===== src/rtl/fifo_arb_pkg.sv =====
// Shared types for the FIFO write-side arbiter.
package fifo_arb_pkg;

  typedef enum logic {
    IDLE  = 1'b0,
    BURST = 1'b1
  } arb_state_e;

endpackage


===== src/rtl/rr_pick.sv =====
// Round-robin find-first: lowest request index at or after ptr, wrapping at N-1.
module rr_pick #(
  parameter int N = 4,
  parameter int W = $clog2(N)
) (
  input  logic [N-1:0] req,
  input  logic [W-1:0] ptr,
  output logic [W-1:0] idx,
  output logic         found
);

  // Scan from the farthest offset down so the closest hit to ptr is kept last
  always_comb begin
    idx   = '0;
    found = 1'b0;
    for (int i = N - 1; i >= 0; i--) begin
      idx   = req[(int'(ptr) + i) % N] ? W'((int'(ptr) + i) % N) : idx;
      found = found | req[(int'(ptr) + i) % N];
    end
  end

endmodule


===== src/rtl/fifo_wr_arb.sv =====
// Burst-aware round-robin arbiter feeding one FIFO write port; grant is held
// across stalls and requester bubbles until last beat or the burst cap.
module fifo_wr_arb
  import fifo_arb_pkg::*;
#(
  parameter int NUM_REQ   = 4,
  parameter int DATA_W    = 64,
  parameter int MAX_BURST = 16
) (
  input  logic                              clk_i,
  input  logic                              rst_ni,
  input  logic [NUM_REQ-1:0]                req_valid_i,
  input  logic [NUM_REQ-1:0]                req_last_i,
  input  logic [NUM_REQ-1:0][DATA_W-1:0]    req_data_i,
  output logic [NUM_REQ-1:0]                req_ready_o,
  output logic                              fifo_wvalid_o,
  input  logic                              fifo_wready_i,
  output logic [DATA_W-1:0]                 fifo_wdata_o,
  output logic [$clog2(NUM_REQ)-1:0]        fifo_wsrc_o,
  output logic                              busy_o
);

  localparam int IDX_W = $clog2(NUM_REQ);
  localparam int CNT_W = $clog2(MAX_BURST + 1);

  arb_state_e        state_q, state_nxt_s;
  logic [IDX_W-1:0]  gnt_q, gnt_nxt_s;
  logic [IDX_W-1:0]  rr_ptr_q, rr_ptr_nxt_s;
  logic [CNT_W-1:0]  beat_cnt_q, beat_cnt_nxt_s;

  logic [IDX_W-1:0]  pick_idx_s;
  logic              pick_found_s;
  logic [IDX_W-1:0]  winner_s;
  logic [IDX_W-1:0]  ptr_after_s;
  logic              xfer_s;
  logic              eob_s;

  rr_pick #(.N(NUM_REQ), .W(IDX_W)) u_pick (
    .req   (req_valid_i),
    .ptr   (rr_ptr_q),
    .idx   (pick_idx_s),
    .found (pick_found_s)
  );

  // Winner selection and transfer / end-of-burst detection
  always_comb begin
    winner_s    = (state_q == BURST) ? gnt_q : pick_idx_s;
    xfer_s      = req_valid_i[winner_s] & fifo_wready_i;
    eob_s       = xfer_s & (req_last_i[winner_s] |
                            (beat_cnt_q == CNT_W'(MAX_BURST - 1)));
    ptr_after_s = (winner_s == IDX_W'(NUM_REQ - 1)) ? '0 : winner_s + IDX_W'(1);
  end

  // State register
  always_ff @(posedge clk_i or negedge rst_ni) begin
    if (!rst_ni) begin
      state_q    <= IDLE;
      gnt_q      <= '0;
      rr_ptr_q   <= '0;
      beat_cnt_q <= '0;
    end else begin
      state_q    <= state_nxt_s;
      gnt_q      <= gnt_nxt_s;
      rr_ptr_q   <= rr_ptr_nxt_s;
      beat_cnt_q <= beat_cnt_nxt_s;
    end
  end

  // Next-state logic; a stalled first beat still locks the grant (count 0)
  always_comb begin
    state_nxt_s    = state_q;
    gnt_nxt_s      = gnt_q;
    rr_ptr_nxt_s   = rr_ptr_q;
    beat_cnt_nxt_s = beat_cnt_q;
    case (state_q)
      IDLE: begin
        if (pick_found_s && eob_s) begin
          rr_ptr_nxt_s = ptr_after_s;
        end else if (pick_found_s) begin
          state_nxt_s    = BURST;
          gnt_nxt_s      = winner_s;
          beat_cnt_nxt_s = xfer_s ? CNT_W'(1) : CNT_W'(0);
        end else begin
          state_nxt_s = IDLE;
        end
      end
      BURST: begin
        if (eob_s) begin
          state_nxt_s    = IDLE;
          beat_cnt_nxt_s = '0;
          rr_ptr_nxt_s   = ptr_after_s;
        end else if (xfer_s) begin
          beat_cnt_nxt_s = beat_cnt_q + CNT_W'(1);
        end else begin
          beat_cnt_nxt_s = beat_cnt_q;
        end
      end
      default: begin
        state_nxt_s    = IDLE;
        beat_cnt_nxt_s = '0;
      end
    endcase
  end

  // Output logic: zero-cycle pass-through of the winning requester
  always_comb begin
    fifo_wvalid_o          = req_valid_i[winner_s];
    fifo_wdata_o           = req_data_i[winner_s];
    fifo_wsrc_o            = winner_s;
    req_ready_o            = '0;
    req_ready_o[winner_s]  = fifo_wready_i;
    busy_o                 = (state_q == BURST);
  end

endmodule


===== config.mk =====
export PLATFORM = sky130hd
export DESIGN_NAME = fifo_wr_arb
export DESIGN_NICKNAME = d
export VERILOG_FILES = /design/src/rtl/fifo_arb_pkg.sv /design/src/rtl/rr_pick.sv /design/src/rtl/fifo_wr_arb.sv
export SDC_FILE = /design/constraint.sdc
export NUM_CORES = 1
export LEC_CHECK = 0
export CAP_MARGIN = 15
export CORE_AREA = 4 4 130 132
export CTS_CLUSTER_DIAMETER = 40
export DETAILED_ROUTE_END_ITERATION = 12
export DIE_AREA = 0 0 134 136
export PLACE_DENSITY_LB_ADDON = 0.1
export SYNTH_ARGS = -nofsm -noshare
export SYNTH_HDL_FRONTEND = slang
export SYNTH_SLANG_ARGS = --single-unit

===== constraint.sdc =====
create_clock -name clk_i -period 4.49 [get_ports clk_i]
set_clock_uncertainty 0.15 [all_clocks]
set_input_delay 0.898 -clock clk_i [delete_from_list [all_inputs] [get_ports clk_i]]
set_output_delay 0.898 -clock clk_i [all_outputs]
set_load 0.03 [all_outputs]

-- After elaboration in Yosys (flattened, before gate mapping)
Cells that the tools add are included.
- register bits after elaboration: 10
- bits of input ports: 267
- output and inout bits: 72
- logic and storage cells: 80
- $add $sub $neg: 5
- order comparisons: 6
- eq/ne operators: 7
- multiplexer cells: 38
- bitwise gates (word level): 12
- reduce and logical (&&, ||, !) cells: 8
- operators with widths (operator ; number):
    64-bit binary-select mux with 2-bit select ; 1
    64-bit two-way mux ; 1
    5-bit two-way mux ; 4
    2-bit two-way mux ; 8
    1-bit two-way mux ; 14
    1-bit binary-select mux with 2-bit select ; 6
    3-bit by 4-bit less-than comparator with 1-bit output, second input constant ; 3
    5-bit one-hot mux with 2 select lines ; 1
    2-bit by 3-bit less-than comparator with 1-bit output, second input constant ; 2
    2-bit != test, second input constant ; 3
    3-bit AND reduction ; 2
    2-bit OR reduction ; 3
    5-bit by 1-bit adder with 5-bit output, second input constant ; 1
    5-bit by 4-bit equality test with 1-bit output, second input constant ; 1
    2-bit by 1-bit adder with 2-bit output, second input constant ; 2
    2-bit adder, second input constant ; 2
    4-bit bitwise AND ; 1
    1-bit OR ; 4
    2-bit one-hot mux with 2 select lines ; 1
    1-bit bitwise AND, first input constant ; 3
    3-bit by 1-bit != test with 1-bit output, second input constant ; 1
    1-bit bitwise AND ; 2
    1-bit demux with 2-bit select ; 1
    2-bit equality test, second input constant ; 1
    6 further kinds ; 8

-- Longest topological paths before layout
Gate-level depths: netlist (run 1).
- depth in word-level cells: 18
- mapped depth: 10
- mapped depth without buffers: 8

-- Modules after synthesis
From an unflattened synthesis (run 1), not the netlist that was laid out.
- cell total of the unflattened synthesis: 521
- area, all modules: 2755.1 µm²
- by module, submodules not included (module ; times used ; cells an instance ; area an instance (µm²) ; seq. area each (µm²)):
    fifo_wr_arb ; 1 ; 508 ; 2677.6 ; 250.2
    rr_pick ; 1 ; 13 ; 77.6 ; 0.0

-- Worst setup path before layout (run 1)
No wires, ideal clock.
- kind: input port to output port
- from: input port req_valid_i[0]
- to: output port fifo_wdata_o[34]
- arrival: 2813 ps
- required time: 3442 ps
- setup slack: 629 ps
- cell stages on the path: 8
- buffers on the path: 2
- cells stage by stage: nor3b_1 -> a211oi_2 -> o221a_2 -> nor2_2 -> buf_4 -> buf_2 -> nand2_1 -> a31oi_1
- word-level cells in the longest chain between the ends: 10
- ends and longest elaborated chain (what ; line ; RTL):
    start, declared ; fifo_wr_arb.sv:12 ; input logic [NUM_REQ-1:0] req_valid_i,
    1-bit binary-select mux with 2-bit select ; rr_pick.sv:17 ; idx = req[(int'(ptr) + i) % N] ? W'((int'(ptr) + i) % N) : idx;
    1-bit two-way mux (implied by the code) (2 in series) ; rr_pick.sv:17 ;
    2-bit two-way mux (3 in series) ; rr_pick.sv:17 ;
    2-bit two-way mux (*) ; rr_pick.sv:17 ;
    2-bit two-way mux (*) ; fifo_wr_arb.sv:47 ; winner_s = (state_q == BURST) ? gnt_q : pick_idx_s;
    named net fifo_wsrc_o[0] ; fifo_wr_arb.sv:19 ; output logic [$clog2(NUM_REQ)-1:0] fifo_wsrc_o,
    64-bit binary-select mux with 2-bit select (*) ; fifo_wr_arb.sv:108 ; fifo_wdata_o = req_data_i[winner_s];
    64-bit two-way mux (implied by the code) (*) ; fifo_wr_arb.sv:108 ;
    end, declared ; fifo_wr_arb.sv:18 ; output logic [DATA_W-1:0] fifo_wdata_o,
The timed path passes the listed nets; every way through them passes the cells marked *. The select of a mux whose other input is x is not followed.

-- Worst setup path after layout (run 1)
- from: input port req_valid_i[3]
- to: output port fifo_wdata_o[3]
- word-level cells in the longest chain between the ends: 10
- ends and longest elaborated chain (what ; line):
    1-bit binary-select mux with 2-bit select ; rr_pick.sv:17
    1-bit two-way mux (implied by the code) (2 in series) ; rr_pick.sv:17
    2-bit two-way mux (3 in series) ; rr_pick.sv:17
    2-bit two-way mux (*) ; rr_pick.sv:17
    2-bit two-way mux (*) ; fifo_wr_arb.sv:47
    64-bit binary-select mux with 2-bit select (*) ; fifo_wr_arb.sv:108
    64-bit two-way mux (implied by the code) (*) ; fifo_wr_arb.sv:108
Mark *: on every way between the ends. The rest lies on a longest branch, timed or not. The select of a mux whose other input is x is not followed.

==> run metrics, run 1 <==
Iter 0 DRT Violations=220; post-synthesis xor/xnor area fraction=0%; Synth area leaders=nand2_1, and3_1, a31oi_1; Die X=134 um; prevailing post-synth register cell=dfrtp_1; Starting Density=18.4%; post-detail-place hpwl=15,300 um; Worst Tran Pin Value=0.531 ns; first-pass GRT wire length=26,800 um; clock buffer depth=2; FF+latch count, synth=10; post-synthesis async set-or-reset flop share=100%; status=finished, final reports clean; floorplan row count=46; Die Ht=136 um; vias per inst=4.55; Hold Path Class=flop to flop; Synth area leader=nand2_1; vias in the first global route=4,856; simple-gate area share of the yosys netlist=55.5%; Yosys top cell area share=33.8%; critical path, cell by cell=clkdlybuf4s50_1 > nor3b_2 > a211oi_2 > o221a_2 > nor2_4 > inv_4 > buf_12 > nand2_1 > and3_1 > a31oi_1 > buf_4; Sum Neg Setup Slack=0 ns; EDFF count, synth=0; startpoint types=input port; GR Overflow Total=0; Compound-Gate Fraction of Synth Area=23.4%; Syn Std Cell Area=2890 um^2; Diodes inserted=0; largest net degree at the start of global routing=54; Detailed Route WL=18,400 um; share of cells above drive strength 1=14.2%; root buffer cell=clkbuf_16; Crit. End Element=primary output; final hold vios=0; minimum clock period=4.38 ns; commonest non-fill, non-tap cell in the layout=clkdlybuf4s50_1; count of different cell masters after synthesis=47; number of setup violations in the final report=0; Final GP Congestion=0.849; WL per Instance=17.2 um; leading cell types in the layout, fill and taps excluded=clkdlybuf4s50_1, nand2_1, buf_4, and3_1, a31oi_1; I/O pin total=339; critical path class=input port to primary output; clk slew on worst S/H paths=0.04 ns; CTS tree=yes; mux contribution to synthesized area=1.78%; number of hold buffers added after cts=0; CP max FO=34; die area=18,200 um^2; post-route ant nets=0; Port-buffer cells=338; Worst Path Required=3.44 ns; Seq/Total Area, Yosys=8.67%; Top delay family on crit path=buffers and inverters; combinational family with the most area after synthesis=simple AND/OR/NAND/NOR gates; Worst path slowest cell=clkdlybuf4s50_1; H-tree levels=1; Total GRT Usage=18.3%; CORE AREA=15,700 um^2; drt first pass iters=4; total CTS buffers=3; syn_nets=802; final core occ=42.3%; post-synthesis adder-cell area fraction=2.60%; peak supply drop=0.000587 V; Layout area overhead=130%; Mapped Cells=529; nets=1,127; Largest stage delay, worst path=0.48 ns; Max Slew Vio Count=0; Max Cap Viol=0; Avg Cell Area, Syn=5.46 um^2; final cycle utilization of the critical path=97.6%; Residual DRC=0; Sink Count=10; via count=4,867; Syn. warnings=0; Worst Path Arrival=3.33 ns; buffer and inverter count on the worst path=4; PD cells=881 nW/um^2; clk_lat worst skew=0.24 ns; initial antenna violation count=0; Leakage=2.96 nW; RSZ-0062 raised after global routing=false; FMAX=228 MHz; Rel. slew slack=64.6%
what timing repair did:
action / CTS / global route
endpoints found under the setup margin: 1 / 42
gates resized for setup: 0 / 5
pin swaps: 1 / 0
setup buffers: 0 / 2
final cells by class:
| cell class | instances | area, um^2 |
|---|---|---|
| multi-input cells | 467 | 2430 |
| well taps | 216 | 270 |
| fillers | 1664 | 9060 |
| repair buffers | 364 | 3580 |
| flip-flops and latches | 10 | 250 |
| clock buffers | 4 | 88.8 |
| inverters | 8 | 32.5 |
per-stage QoR:
step / instances / area, um^2 / hold WS [ns] / power (mW) / setup WS [ns]
finish: 1069 / 6650 / 0.388 / 5.85 / 0.109
global route: 1069 / 6650 / 0.419 / 6.30 / 0.0124
CTS: 1067 / 6620 / 0.387 / 5.91 / 0.00245
detailed placement: 1063 / 6530 / 0.375 / 5.71 / 0.0262
global placement: 1063 / 6530 / 0.356 / 5.70 / 0.0698
floorplan: 529 / 2890 / 0.343 / 3.48 / 0.629
flip-flops by register name, summed over array words and instances, names as in the netlist:
signal,cells
gnt_q,2
rr_ptr_q,2
busy_o,1
beat_cnt_q,5
Yosys cell counts (all sizes together) (3+ instances only):
library cell,count
a31oi,64
and2,4
mux2,3
ha,6
and3,65
nor2b,3
nor2,7
buf,22
clkbuf,22
inv,8
nand3,4
o21ai,6
a21oi,5
nand4,4
nand2b,3
dfrtp,10
o31ai,4
nand2,260
a211oi,3
nor3,4
worst paths after layout:
check	start	endpoint	slack, ns	depth (start not counted)
worst max-delay path	req_valid_i[3]	fifo_wdata_o[3]	0.11	11
worst min-delay path	gnt_q[0]$_DFFE_PN0P_	gnt_q[0]$_DFFE_PN0P_	0.39	1
worst max register to register	busy_o$_DFF_PN0_	gnt_q[0]$_DFFE_PN0P_	1.80	7
worst min register to register	gnt_q[0]$_DFFE_PN0P_	gnt_q[0]$_DFFE_PN0P_	0.39	1
max in group asynchronous	rst_ni	beat_cnt_q[1]$_DFFE_PN0P_	3.03	1
min in group asynchronous	rst_ni	beat_cnt_q[4]$_DFFE_PN0P_	0.84	1
layer usage:
metal  vias up  track usage [%]  routed length [um]
met1      2196             21.5                7080
met4         0             2.00                 201
met5         -                0                   0
li1       2470                -                   -
met3        14             4.07                1290
met2       187             34.9                9870
where the power goes:
| group | internal, mW | leakage, nW | switching [mW] | total (mW) |
|---|---|---|---|---|
| Sequential | 0.121 | 0.127 | 0.0466 | 0.168 |
| Combinational | 2.18 | 2.79 | 3.33 | 5.51 |
| Clock | 0.134 | 0.0442 | 0.0431 | 0.177 |
| Total | 2.43 | 2.96 | 3.42 | 5.85 |
cells by family after synthesis:
group           Yosys count
mux                       4
fa+ha+maj                 6
buf+inv                  52
compound gates           97
simple gates            360
flops                    10
Power figures use the tool's default switching activity.
==> run 2: changes to the inputs <==
==> constraint.sdc (replaced) <==
create_clock -name clk_i -period 4.49 [get_ports clk_i]
set_clock_uncertainty 0.15 [all_clocks]
set_input_delay 0.898 -clock clk_i [delete_from_list [all_inputs] [get_ports clk_i]]
set_output_delay 0.898 -clock clk_i [all_outputs]
set_load 0.02 [all_outputs]
==> run metrics, run 2 (same netlist as run 1, synthesis figures left out) <==
status=finished, final reports clean; Iter 0 DRT Violations=149; CP max FO=4; Crit. End Element=primary output; Diodes inserted=0; Residual DRC=0; first-pass GRT wire length=27,700 um; Rel. slew slack=62.1%; Die X=134 um; most frequent cell on the critical path=buf_4; final cycle utilization of the critical path=97.9%; number of flip-flops in the largest register=5; Die Ht=136 um; CORE AREA=15,700 um^2; GR Overflow Total=0; largest net degree at the start of global routing=49; vias per inst=4.64; WL per Instance=17.3 um; Worst Tran Pin Value=0.569 ns; FMAX=228 MHz; floorplan row count=46; minimum clock period=4.39 ns; Detailed Route WL=18,900 um; Filler Cells Inserted=1,632; critical path, cell by cell=clkdlybuf4s50_1 > buf_4 > nand2_1 > buf_4 > a311o_1 > buf_4 > nand4_1 > a211oi_2 > or2_2 > clkdlybuf4s50_1; peak supply drop=0.000350 V; post-detail-place hpwl=16,000 um; Starting Density=18.4%; RSZ-0062 raised after global routing=false; Total GRT Usage=19.0%; drt first pass iters=4; clk slew on worst S/H paths=0.04 ns; top flop regs=beat_cnt_q (5), gnt_q (2), rr_ptr_q (2); post-CTS setup repair buffer count=0; startpoint types=input port; Largest Register=beat_cnt_q; clock buffer depth=2; post-route ant nets=0; PD cells=777 nW/um^2; number of setup violations in the final report=0; placed instance area=6850 um^2; buffer and inverter count on the worst path=5; Worst Path Arrival=3.35 ns; Largest stage delay, worst path=0.55 ns; Top delay family on crit path=buffers and inverters; commonest non-fill, non-tap cell in the layout=clkdlybuf4s50_1; Max Slew Vio Count=0; vias in the first global route=5,077; leading cell types in the layout, fill and taps excluded=clkdlybuf4s50_1, nand2_1, and3_1, a31oi_1, clkbuf_2; nets=1,150; Final Power=5.22 mW; via count=5,070; Layout area overhead=133%; initial antenna violation count=0; Port-buffer cells=338; Sink Count=10; clk_lat worst skew=0.24 ns; H-tree levels=1; final hold vios=0; Worst Path Required=3.44 ns; Min Hold Slack=0.373 ns; FF+latch area=250 um^2; Leakage=3.04 nW; Worst path slowest cell=clkdlybuf4s50_1; I/O pin total=339; Max Cap Viol=0; die area=18,200 um^2; CTS tree=yes; total CTS buffers=3; root buffer cell=clkbuf_16; share of cells above drive strength 1=14.3%; Final GP Congestion=0.950; Hold Path Class=flop to flop; area of the multi-input gates=2430 um^2; critical path class=input port to primary output; Final Cell Area=6720 um^2
run 2: changes by cell type in the layout (fill, tap and decap cells not counted), moves of 2 or more:
cell	before	now
clkbuf_2	0	48
clkdlybuf4s15_2	0	2
clkdlybuf4s50_1	265	269
clkdlybuf4s15_1	0	4
buf_4	83	39
dlygate4sd2_1	0	12
buf_12	14	10
run 2: power breakdown:
part           internal, mW  leakage (nW)  switching [mW]
registers             0.121         0.127          0.0492
clock network         0.134        0.0442          0.0442
logic                  2.00          2.86            2.88
total                  2.25          3.04            2.97
run 2: worst register-to-register path: cells and delay by family, from the launching register on:
family	cells	cell delay (ns)
AO/OA/AOI/OAI	4	1.05
multiplexers	1	0.33
flip-flops	1	0.52
buffers and inverters	2	0.31
AND/OR/NAND/NOR	2	0.40
run 2: path summary, 6_finish.rpt:
path	from	end	slack (ns)	cells past startpoint
min in group asynchronous	rst_ni	beat_cnt_q[0]$_DFFE_PN0P_	0.84	1
worst max register to register	busy_o$_DFF_PN0_	gnt_q[1]$_DFFE_PN0P_	1.61	9
worst max-delay path	req_valid_i[0]	fifo_wvalid_o	0.1	10
worst min-delay path	beat_cnt_q[4]$_DFFE_PN0P_	beat_cnt_q[4]$_DFFE_PN0P_	0.37	1
worst min register to register	beat_cnt_q[4]$_DFFE_PN0P_	beat_cnt_q[4]$_DFFE_PN0P_	0.37	1
max in group asynchronous	rst_ni	gnt_q[0]$_DFFE_PN0P_	3.03	1
run 2: layer usage:
layer  part of all wire (%)  routed length, um  GRT usage, %
met5                      0                  0             0
met2                     54              10200          36.6
met3                    7.2               1350          4.37
met1                     37               7020          21.5
met4                    1.5                284          2.86
run 2: final cells by class:
class	instances	share of cell area, %
multi-input cells	467	36.2
inverters	8	0.521
repair buffers	387	54.2
clock buffers	4	1.32
flip-flops and latches	10	3.72
well taps	216	4.02
run 2: stage by stage:
| step | utilization, % | TNS (ns) | instances | setup WS, ns |
|---|---|---|---|---|
| 3_5_place_dp | 43.6 | -11.79 | 1088 | -0.355 |
| 4_1_cts | 43.7 | 0 | 1092 | 0.00452 |
| 3_3_place_gp | 43.6 | -9.70 | 1088 | -0.348 |
| 2_1_floorplan | - | 0 | 529 | 0.811 |
| 6_report | 42.8 | 0 | 1092 | 0.0952 |
| 5_1_grt | 42.8 | 0 | 1092 | 0.00489 |
run 2: what timing repair did:
action	CTS	global route
pin swaps	0	1
hold buffers	0	0
endpoints found under the setup margin	68	60
gates resized for setup	77	153
